**src/rtl/fft_band_reader_pkg.sv**
```systemverilog
// Shared types and constants for the FFT band-power reader.
// Holds the FSM encoding, FIFO word layout and default parameter values.
package fft_band_reader_pkg;

  localparam int unsigned POINTS_DEF     = 512;
  localparam int unsigned NBANDS_DEF     = 8;
  localparam int unsigned ACC_W_DEF      = 40;
  localparam int unsigned RD_LATENCY_DEF = 1;

  localparam int unsigned WORD_W = 32;
  localparam int unsigned HALF_W = 16;
  localparam int unsigned RE_LSB = 0;
  localparam int unsigned IM_LSB = 16;
  localparam int unsigned POW_W  = 33;

  typedef enum logic [1:0] {
    S_IDLE = 2'd0,
    S_RD   = 2'd1,
    S_WAIT = 2'd2,
    S_MAC  = 2'd3
  } state_e;

  typedef struct packed {
    logic signed [HALF_W-1:0] im;
    logic signed [HALF_W-1:0] re;
  } fft_word_t;

  // Index width that stays legal for a count of one.
  function automatic int unsigned idx_width(input int unsigned n);
    return (n > 1) ? $clog2(n) : 1;
  endfunction

endpackage

```
**src/rtl/fft_band_reader_if.sv**
```systemverilog
// FIFO read port plus host-side band result / interrupt signals.
interface fft_band_reader_if
  import fft_band_reader_pkg::*;
#(
  parameter int unsigned SEL_W = 3,
  parameter int unsigned ACC_W = ACC_W_DEF
) ();

  logic              enable;
  logic              fft_rdy;
  logic [WORD_W-1:0] fft_out;
  logic              rd_strobe;
  logic [SEL_W-1:0]  band_sel;
  logic [ACC_W-1:0]  band_pow;
  logic              irq_clr;
  logic              irq;
  logic              ovf;
  logic [7:0]        frame_cnt;

  modport master (
    input  enable, fft_rdy, fft_out, band_sel, irq_clr,
    output rd_strobe, band_pow, irq, ovf, frame_cnt
  );

  modport slave (
    output enable, fft_rdy, fft_out, band_sel, irq_clr,
    input  rd_strobe, band_pow, irq, ovf, frame_cnt
  );

endinterface

```
**src/rtl/fft_pow_mac.sv**
```systemverilog
// Combinational bin power (re^2 + im^2, full 33 bits) and saturating
// accumulate into an ACC_W-bit band accumulator.
module fft_pow_mac
  import fft_band_reader_pkg::*;
#(
  parameter int unsigned ACC_W = ACC_W_DEF
) (
  input  logic [WORD_W-1:0] word,
  input  logic [ACC_W-1:0]  acc_in,
  output logic [ACC_W-1:0]  acc_sum_c
);

  localparam int unsigned SUM_W = ((ACC_W > POW_W) ? ACC_W : POW_W) + 1;

  logic signed [HALF_W-1:0]   re;
  logic signed [HALF_W-1:0]   im;
  logic signed [2*HALF_W-1:0] re_sq;
  logic signed [2*HALF_W-1:0] im_sq;
  logic [POW_W-1:0]           pow;
  logic [SUM_W-1:0]           sum;
  logic [SUM_W-1:0]           acc_max;

  always_comb begin
    re      = word[RE_LSB +: HALF_W];
    im      = word[IM_LSB +: HALF_W];
    re_sq   = (2*HALF_W)'(re) * (2*HALF_W)'(re);
    im_sq   = (2*HALF_W)'(im) * (2*HALF_W)'(im);
    pow     = POW_W'($unsigned(re_sq)) + POW_W'($unsigned(im_sq));
    sum     = SUM_W'(acc_in) + SUM_W'(pow);
    acc_max = SUM_W'({ACC_W{1'b1}});
    acc_sum_c = (sum > acc_max) ? {ACC_W{1'b1}} : ACC_W'(sum);
  end

endmodule

```
**src/rtl/fft_band_reader.sv**
```systemverilog
// Reads FFT result words from a FIFO, accumulates per-band power over the
// lower half of each frame and latches band results with an interrupt.
module fft_band_reader
  import fft_band_reader_pkg::*;
#(
  parameter int unsigned POINTS     = POINTS_DEF,
  parameter int unsigned NBANDS     = NBANDS_DEF,
  parameter int unsigned RD_LATENCY = RD_LATENCY_DEF,
  parameter int unsigned ACC_W      = ACC_W_DEF
) (
  input  logic             clk,
  input  logic             rst,
  fft_band_reader_if.master bus
);

  localparam int unsigned HALF_PTS     = POINTS / 2;
  localparam int unsigned BIN_PER_BAND = HALF_PTS / NBANDS;
  localparam int unsigned BIN_W        = idx_width(POINTS);
  localparam int unsigned SEL_W        = idx_width(NBANDS);
  localparam int unsigned LAT_W        = idx_width(RD_LATENCY);

  state_e            state_q, state_d;
  logic              rd_strobe_q, rd_strobe_d;
  logic              abort_q, abort_d;
  logic [LAT_W-1:0]  lat_q, lat_d;
  logic [WORD_W-1:0] word_q, word_d;
  logic [BIN_W-1:0]  bin_q, bin_d;
  logic              irq_q, irq_d;
  logic              ovf_q, ovf_d;
  logic [7:0]        frame_cnt_q, frame_cnt_d;
  logic [ACC_W-1:0]  acc_q [NBANDS];
  logic [ACC_W-1:0]  acc_d [NBANDS];
  logic [ACC_W-1:0]  res_q [NBANDS];
  logic [ACC_W-1:0]  res_d [NBANDS];

  logic [SEL_W-1:0]  band_idx;
  logic              in_low_half;
  logic              last_bin;
  logic [ACC_W-1:0]  mac_sum_c;

  always_comb begin
    band_idx    = SEL_W'(bin_q / BIN_W'(BIN_PER_BAND));
    in_low_half = (bin_q < BIN_W'(HALF_PTS));
    last_bin    = (bin_q == BIN_W'(POINTS - 1));
  end

  fft_pow_mac #(.ACC_W(ACC_W)) u_mac (
    .word      (word_q),
    .acc_in    (acc_q[band_idx]),
    .acc_sum_c (mac_sum_c)
  );

  // Next-state and datapath update.
  always_comb begin
    state_d     = state_q;
    abort_d     = abort_q;
    lat_d       = lat_q;
    word_d      = word_q;
    bin_d       = bin_q;
    irq_d       = irq_q;
    ovf_d       = ovf_q;
    frame_cnt_d = frame_cnt_q;
    acc_d       = acc_q;
    res_d       = res_q;

    if (bus.irq_clr) irq_d = 1'b0;

    unique case (state_q)
      S_IDLE: begin
        abort_d = 1'b0;
        if (!bus.enable) begin
          bin_d = '0;
          for (int i = 0; i < NBANDS; i++) acc_d[i] = '0;
        end else if (bus.fft_rdy) begin
          state_d = S_RD;
        end
      end
      S_RD: begin
        lat_d   = '0;
        state_d = S_WAIT;
        if (!bus.enable) abort_d = 1'b1;
      end
      S_WAIT: begin
        if (!bus.enable) abort_d = 1'b1;
        if (lat_q == LAT_W'(RD_LATENCY - 1)) begin
          word_d  = bus.fft_out;
          state_d = S_MAC;
        end else begin
          lat_d = lat_q + LAT_W'(1);
        end
      end
      S_MAC: begin
        // Any enable drop since the read was issued throws the frame away.
        if (abort_q || !bus.enable) begin
          abort_d = 1'b0;
          bin_d   = '0;
          for (int i = 0; i < NBANDS; i++) acc_d[i] = '0;
        end else begin
          if (in_low_half) acc_d[band_idx] = mac_sum_c;
          bin_d = last_bin ? '0 : bin_q + BIN_W'(1);
          if (last_bin) begin
            res_d = acc_d;
            for (int i = 0; i < NBANDS; i++) acc_d[i] = '0;
            ovf_d       = ovf_q | irq_q;
            irq_d       = 1'b1;
            frame_cnt_d = frame_cnt_q + 8'd1;
          end
        end
        state_d = (bus.enable && bus.fft_rdy) ? S_RD : S_IDLE;
      end
      default: state_d = S_IDLE;
    endcase

    rd_strobe_d = (state_d == S_RD);
  end

  always_ff @(posedge clk or posedge rst) begin
    if (rst) begin
      state_q     <= S_IDLE;
      rd_strobe_q <= 1'b0;
      abort_q     <= 1'b0;
      lat_q       <= '0;
      word_q      <= '0;
      bin_q       <= '0;
      irq_q       <= 1'b0;
      ovf_q       <= 1'b0;
      frame_cnt_q <= '0;
      for (int i = 0; i < NBANDS; i++) begin
        acc_q[i] <= '0;
        res_q[i] <= '0;
      end
    end else begin
      state_q     <= state_d;
      rd_strobe_q <= rd_strobe_d;
      abort_q     <= abort_d;
      lat_q       <= lat_d;
      word_q      <= word_d;
      bin_q       <= bin_d;
      irq_q       <= irq_d;
      ovf_q       <= ovf_d;
      frame_cnt_q <= frame_cnt_d;
      acc_q       <= acc_d;
      res_q       <= res_d;
    end
  end

  assign bus.rd_strobe = rd_strobe_q;
  assign bus.irq       = irq_q;
  assign bus.ovf       = ovf_q;
  assign bus.frame_cnt = frame_cnt_q;
  assign bus.band_pow  = res_q[bus.band_sel];

endmodule

```
**src/flat_wrapper.sv**
```systemverilog
// flat-port wrapper written by rule: the top's interface ports become plain ports
module fft_band_reader_flat import fft_band_reader_pkg::*;
#(
  parameter int unsigned POINTS     = POINTS_DEF,
  parameter int unsigned NBANDS     = NBANDS_DEF,
  parameter int unsigned RD_LATENCY = RD_LATENCY_DEF,
  parameter int unsigned ACC_W      = ACC_W_DEF
)
  (clk, rst, bus_enable, bus_fft_rdy, bus_fft_out, bus_band_sel, bus_irq_clr, bus_rd_strobe, bus_band_pow, bus_irq, bus_ovf, bus_frame_cnt);
  fft_band_reader_if #(.ACC_W(ACC_W)) bus_i ();
  input  logic clk;
  input  logic rst;
  input wire logic [$bits(bus_i.enable)-1:0] bus_enable;
  input wire logic [$bits(bus_i.fft_rdy)-1:0] bus_fft_rdy;
  input wire logic [$bits(bus_i.fft_out)-1:0] bus_fft_out;
  input wire logic [$bits(bus_i.band_sel)-1:0] bus_band_sel;
  input wire logic [$bits(bus_i.irq_clr)-1:0] bus_irq_clr;
  output wire logic [$bits(bus_i.rd_strobe)-1:0] bus_rd_strobe;
  output wire logic [$bits(bus_i.band_pow)-1:0] bus_band_pow;
  output wire logic [$bits(bus_i.irq)-1:0] bus_irq;
  output wire logic [$bits(bus_i.ovf)-1:0] bus_ovf;
  output wire logic [$bits(bus_i.frame_cnt)-1:0] bus_frame_cnt;
  assign bus_i.enable = bus_enable;
  assign bus_i.fft_rdy = bus_fft_rdy;
  assign bus_i.fft_out = bus_fft_out;
  assign bus_i.band_sel = bus_band_sel;
  assign bus_i.irq_clr = bus_irq_clr;
  assign bus_rd_strobe = bus_i.rd_strobe;
  assign bus_band_pow = bus_i.band_pow;
  assign bus_irq = bus_i.irq;
  assign bus_ovf = bus_i.ovf;
  assign bus_frame_cnt = bus_i.frame_cnt;
  fft_band_reader #(.POINTS(POINTS), .NBANDS(NBANDS), .RD_LATENCY(RD_LATENCY), .ACC_W(ACC_W)) u_core (.clk(clk), .rst(rst), .bus(bus_i));
endmodule
```
**config.mk**
```make
export PLATFORM = sky130hd
export DESIGN_NAME = fft_band_reader_flat
export DESIGN_NICKNAME = d
export VERILOG_FILES = /design/src/rtl/fft_band_reader_pkg.sv /design/src/rtl/fft_band_reader_if.sv /design/src/rtl/fft_pow_mac.sv /design/src/rtl/fft_band_reader.sv /design/src/flat_wrapper.sv
export SDC_FILE = /design/constraint.sdc
export NUM_CORES = 2
export LEC_CHECK = 0
export BUFFER_PORTS_ARGS = -buffer_cell sky130_fd_sc_hd__buf_2
export CAP_MARGIN = 20
export CORE_MARGIN = 5
export CORE_UTILIZATION = 55
export DETAILED_ROUTE_END_ITERATION = 6
export PLACE_DENSITY = 0.79
export SYNTH_ARGS = -nofsm -noshare
export SYNTH_HDL_FRONTEND = slang
export SYNTH_SLANG_ARGS = --single-unit
```
**constraint.sdc**
```tcl
create_clock -name clk -period 50.3 [get_ports clk]
set_input_delay 5.03 -clock clk [delete_from_list [all_inputs] [get_ports clk]]
set_output_delay 5.03 -clock clk [all_outputs]
set_load 0.02 [all_outputs]
```
==> impl_metrics.toml <==
[clock_network]
cts.hold.buffers_added = 0
h-tree-depth = 3
clockBufferDepth = 3
insertion_delay_ns = 0.65
clk_pin_slew_ns = 0.06
cts_tree = "done"
cts_setup_buffers = 0
cts_resized = 0
cts_root_buffer = "clkbuf_16"
clock-sinks = 695
cts_made_buffers = 74

[logic_synthesis]
synth.area.top_cells = "dfrtp_1 (33%), fa_1 (19%), o21ai_0 (6.7%)"
syn_area_um2 = 52200
async_reset_ff_share_pct = 100
seq_area_frac_synth_pct = 33.3
synthCells = 5450
yosysUniqueCellTypes = 82
syn_avg_cell_area_um2 = 9.58
synth_commonest_cells = "nand2_1 (759), inv_1 (709), o21ai_0 (697)"
yosysMostFrequentCell = "nand2_1"
yosysTopAreaCellShare_pct = 33.3
ys.flop_type = "dfrtp_1"
synth_top_area_cell = "dfrtp_1"
yosysWarnings = 0
synth_edf_count = 0
ys_ff_latch = 695
syn_nets = 6206

[setup_path]
cp.required_ns = 45.27
cp.arrival_ns = 7.71
rrSetupSlack_ns = 38.87
r2r-end = "u_core.res_q[305]$_DFFE_PP0P_"
reg2regPathDepth = 35
path_max_fanout = 43
crit_type = "input pin to primary output"
r2r_start = "u_core.word_q[19]$_DFFE_PP0P_"
cp-end-kind = "primary output"
worstSetupStartpointType = "input pin"

[sta]
setup_tns_ns = 0
clock_skew_ns = 0.0297
finalSetupViolations = 0
worst_slew_pin_slew_ns = 1.18
rsz0062_at_grt = "no"
fin_crit_sh_pct = 25.3
max_clock_freq_ghz = 0.0785
relSlewSlack_pct = 20.9
hold_viol = 0
slew_violations = 0
period_needed_ns = 12.74

[layout]
drive_gt1_share_pct = 9.33
nFillCells = 7743
syn_to_final_growth_pct = 7.46
finalNetCount = 6089

[detailed_routing]
drt-vias-per-instance = 6.24
wirelength_mm = 153
wl_per_cell_um = 23.0
drc = 5
drt_iter0_drc = 4795
drt-pass1-iter-count = 7
vias = 41500
drtAntennaViolNets = 0

[grt]
grt_max_degree = 168
grt_first_pass_wirelength_mm = 242
grt_antenna_before_repair = 4
gr-usage-all-layers_pct = 30.0
grt_pass1_vias = 43000
overflow = 0

[placed_design]
gp_congestion = 0.954
port-buffer-count = 90
place_hpwl_mm = 103

[floorplan]
core_um2 = 94600
die_w_um = 318
ioPinCount = 91
die_area_um2 = 101000
start_util_pct = 55.2
die_y_um = 318
core.rowCount = 113

[run_status]
violations = "design-rule violations"
status = "finished with violations"

[run]
maxCapViolCount = 0

[min_path]
holdPathStages = 1
min_to = "u_core.bus.ovf$_DFFE_PP0P_"
hold_class = "flop to flop"
min-delay-start = "u_core.bus.ovf$_DFFE_PP0P_"
## layout by cell type (no fill, tap or decap), types with 13 or more instances in the layout
cell	n
o21ai_1	18
a21oi_1	141
mux2i_1	16
nor2b_1	25
nand3_1	20
mux4_2	84
nand2b_1	20
dfrtp_1	695
o21a_1	14
buf_2	88
nor3_1	21
ha_1	207
nand4_1	16
o21ai_0	697
a22oi_1	120
nor2_1	228
a211oi_1	64
buf_4	62
xor2_1	39
nor2_2	13
clkbuf_16	75
fa_1	508
and3_1	15
o21bai_1	18
o22ai_1	117
mux2_2	62
clkinv_2	13
nand2_1	759
and2_1	88
a21o_1	135
xnor2_1	85
clkbuf_8	18
inv_1	708
## how the worst max path moves through the flow
stage / slack, ns / from / endpoint
detailed placement: 37.52 / bus_band_sel[0] / bus_band_pow[30]
global route: 37.37 / bus_band_sel[0] / bus_band_pow[30]
global placement: 37.57 / bus_band_sel[0] / bus_band_pow[30]
floorplan: 25.78 / rst / u_core.abort_q$_DFFE_PP0P_
CTS: 37.52 / bus_band_sel[0] / bus_band_pow[30]
finish: 37.56 / bus_band_sel[0] / bus_band_pow[30]
## registers in the layout, summed over array words and instances (netlist names)
name and flops:
u_core.abort_q 1, u_core.acc_q 320, u_core.bin_q 9, u_core.bus.frame_cnt 8, u_core.bus.irq 1, u_core.bus.ovf 1, u_core.bus.rd_strobe 1, u_core.res_q 320
u_core.state_q 2, u_core.word_q 32
## metal layers
metal | vias to the layer above | global-route usage [%] | wire length, um
met2 | 2480 | 49.4 | 72400
met1 | 20600 | 38.2 | 55600
met4 | 2 | 14.6 | 8760
li1 | 17800 | - | -
met5 | - | 0 | 20
met3 | 672 | 6.40 | 16300
## cell type report
| type | count | area (um^2) | share of cell area, % |
|---|---|---|---|
| clock buffers | 105 | 2170 | 3.87 |
| multi-input cells | 3697 | 30800 | 55.0 |
| diodes | 2 | 5.00 | 0.00892 |
| flip-flops and latches | 695 | 17400 | 31.0 |
| repair buffers | 153 | 981 | 1.75 |
| clock inverters | 32 | 432 | 0.770 |
| inverters | 712 | 2680 | 4.78 |
| well taps | 1265 | 1580 | 2.82 |
## kinds of logic after synthesis
kind of cell / share of synthesized area (%)
AOI/OAI and AO/OA: 16.3
and+or+nand+nor: 10.5
buffers and inverters: 7.92
adders and majority gates: 24.5
DFF: 33.3
muxes: 5.46
xor gates and xnor gates: 2.08
## metrics by stage
| stage | setup WS (ns) | utilization, % | instances | hold slack, ns | cell area [um^2] |
|---|---|---|---|---|---|
| 6_report | 37.56 | 59.3 | 6661 | 0.452 | 56100 |
| 5_1_grt | 37.37 | 59.3 | 6660 | 0.473 | 56100 |
| 2_1_floorplan | 25.78 | - | 5450 | 0.444 | 52200 |
| 3_5_place_dp | 37.52 | 56.5 | 6519 | 0.442 | 53400 |
| 4_1_cts | 37.52 | 59.2 | 6656 | 0.455 | 56000 |
| 3_3_place_gp | 37.57 | 56.5 | 6519 | 0.435 | 53400 |
## critical path, cell delays in order
cell,delay [ns]
buf_4,0.68
buf_4,0.80
mux4_2,0.59
mux2_2,0.37
buf_2,0.19
Power is not shown: default switching activity piles up to over one toggle a cycle in this logic, so the estimate is an artifact.
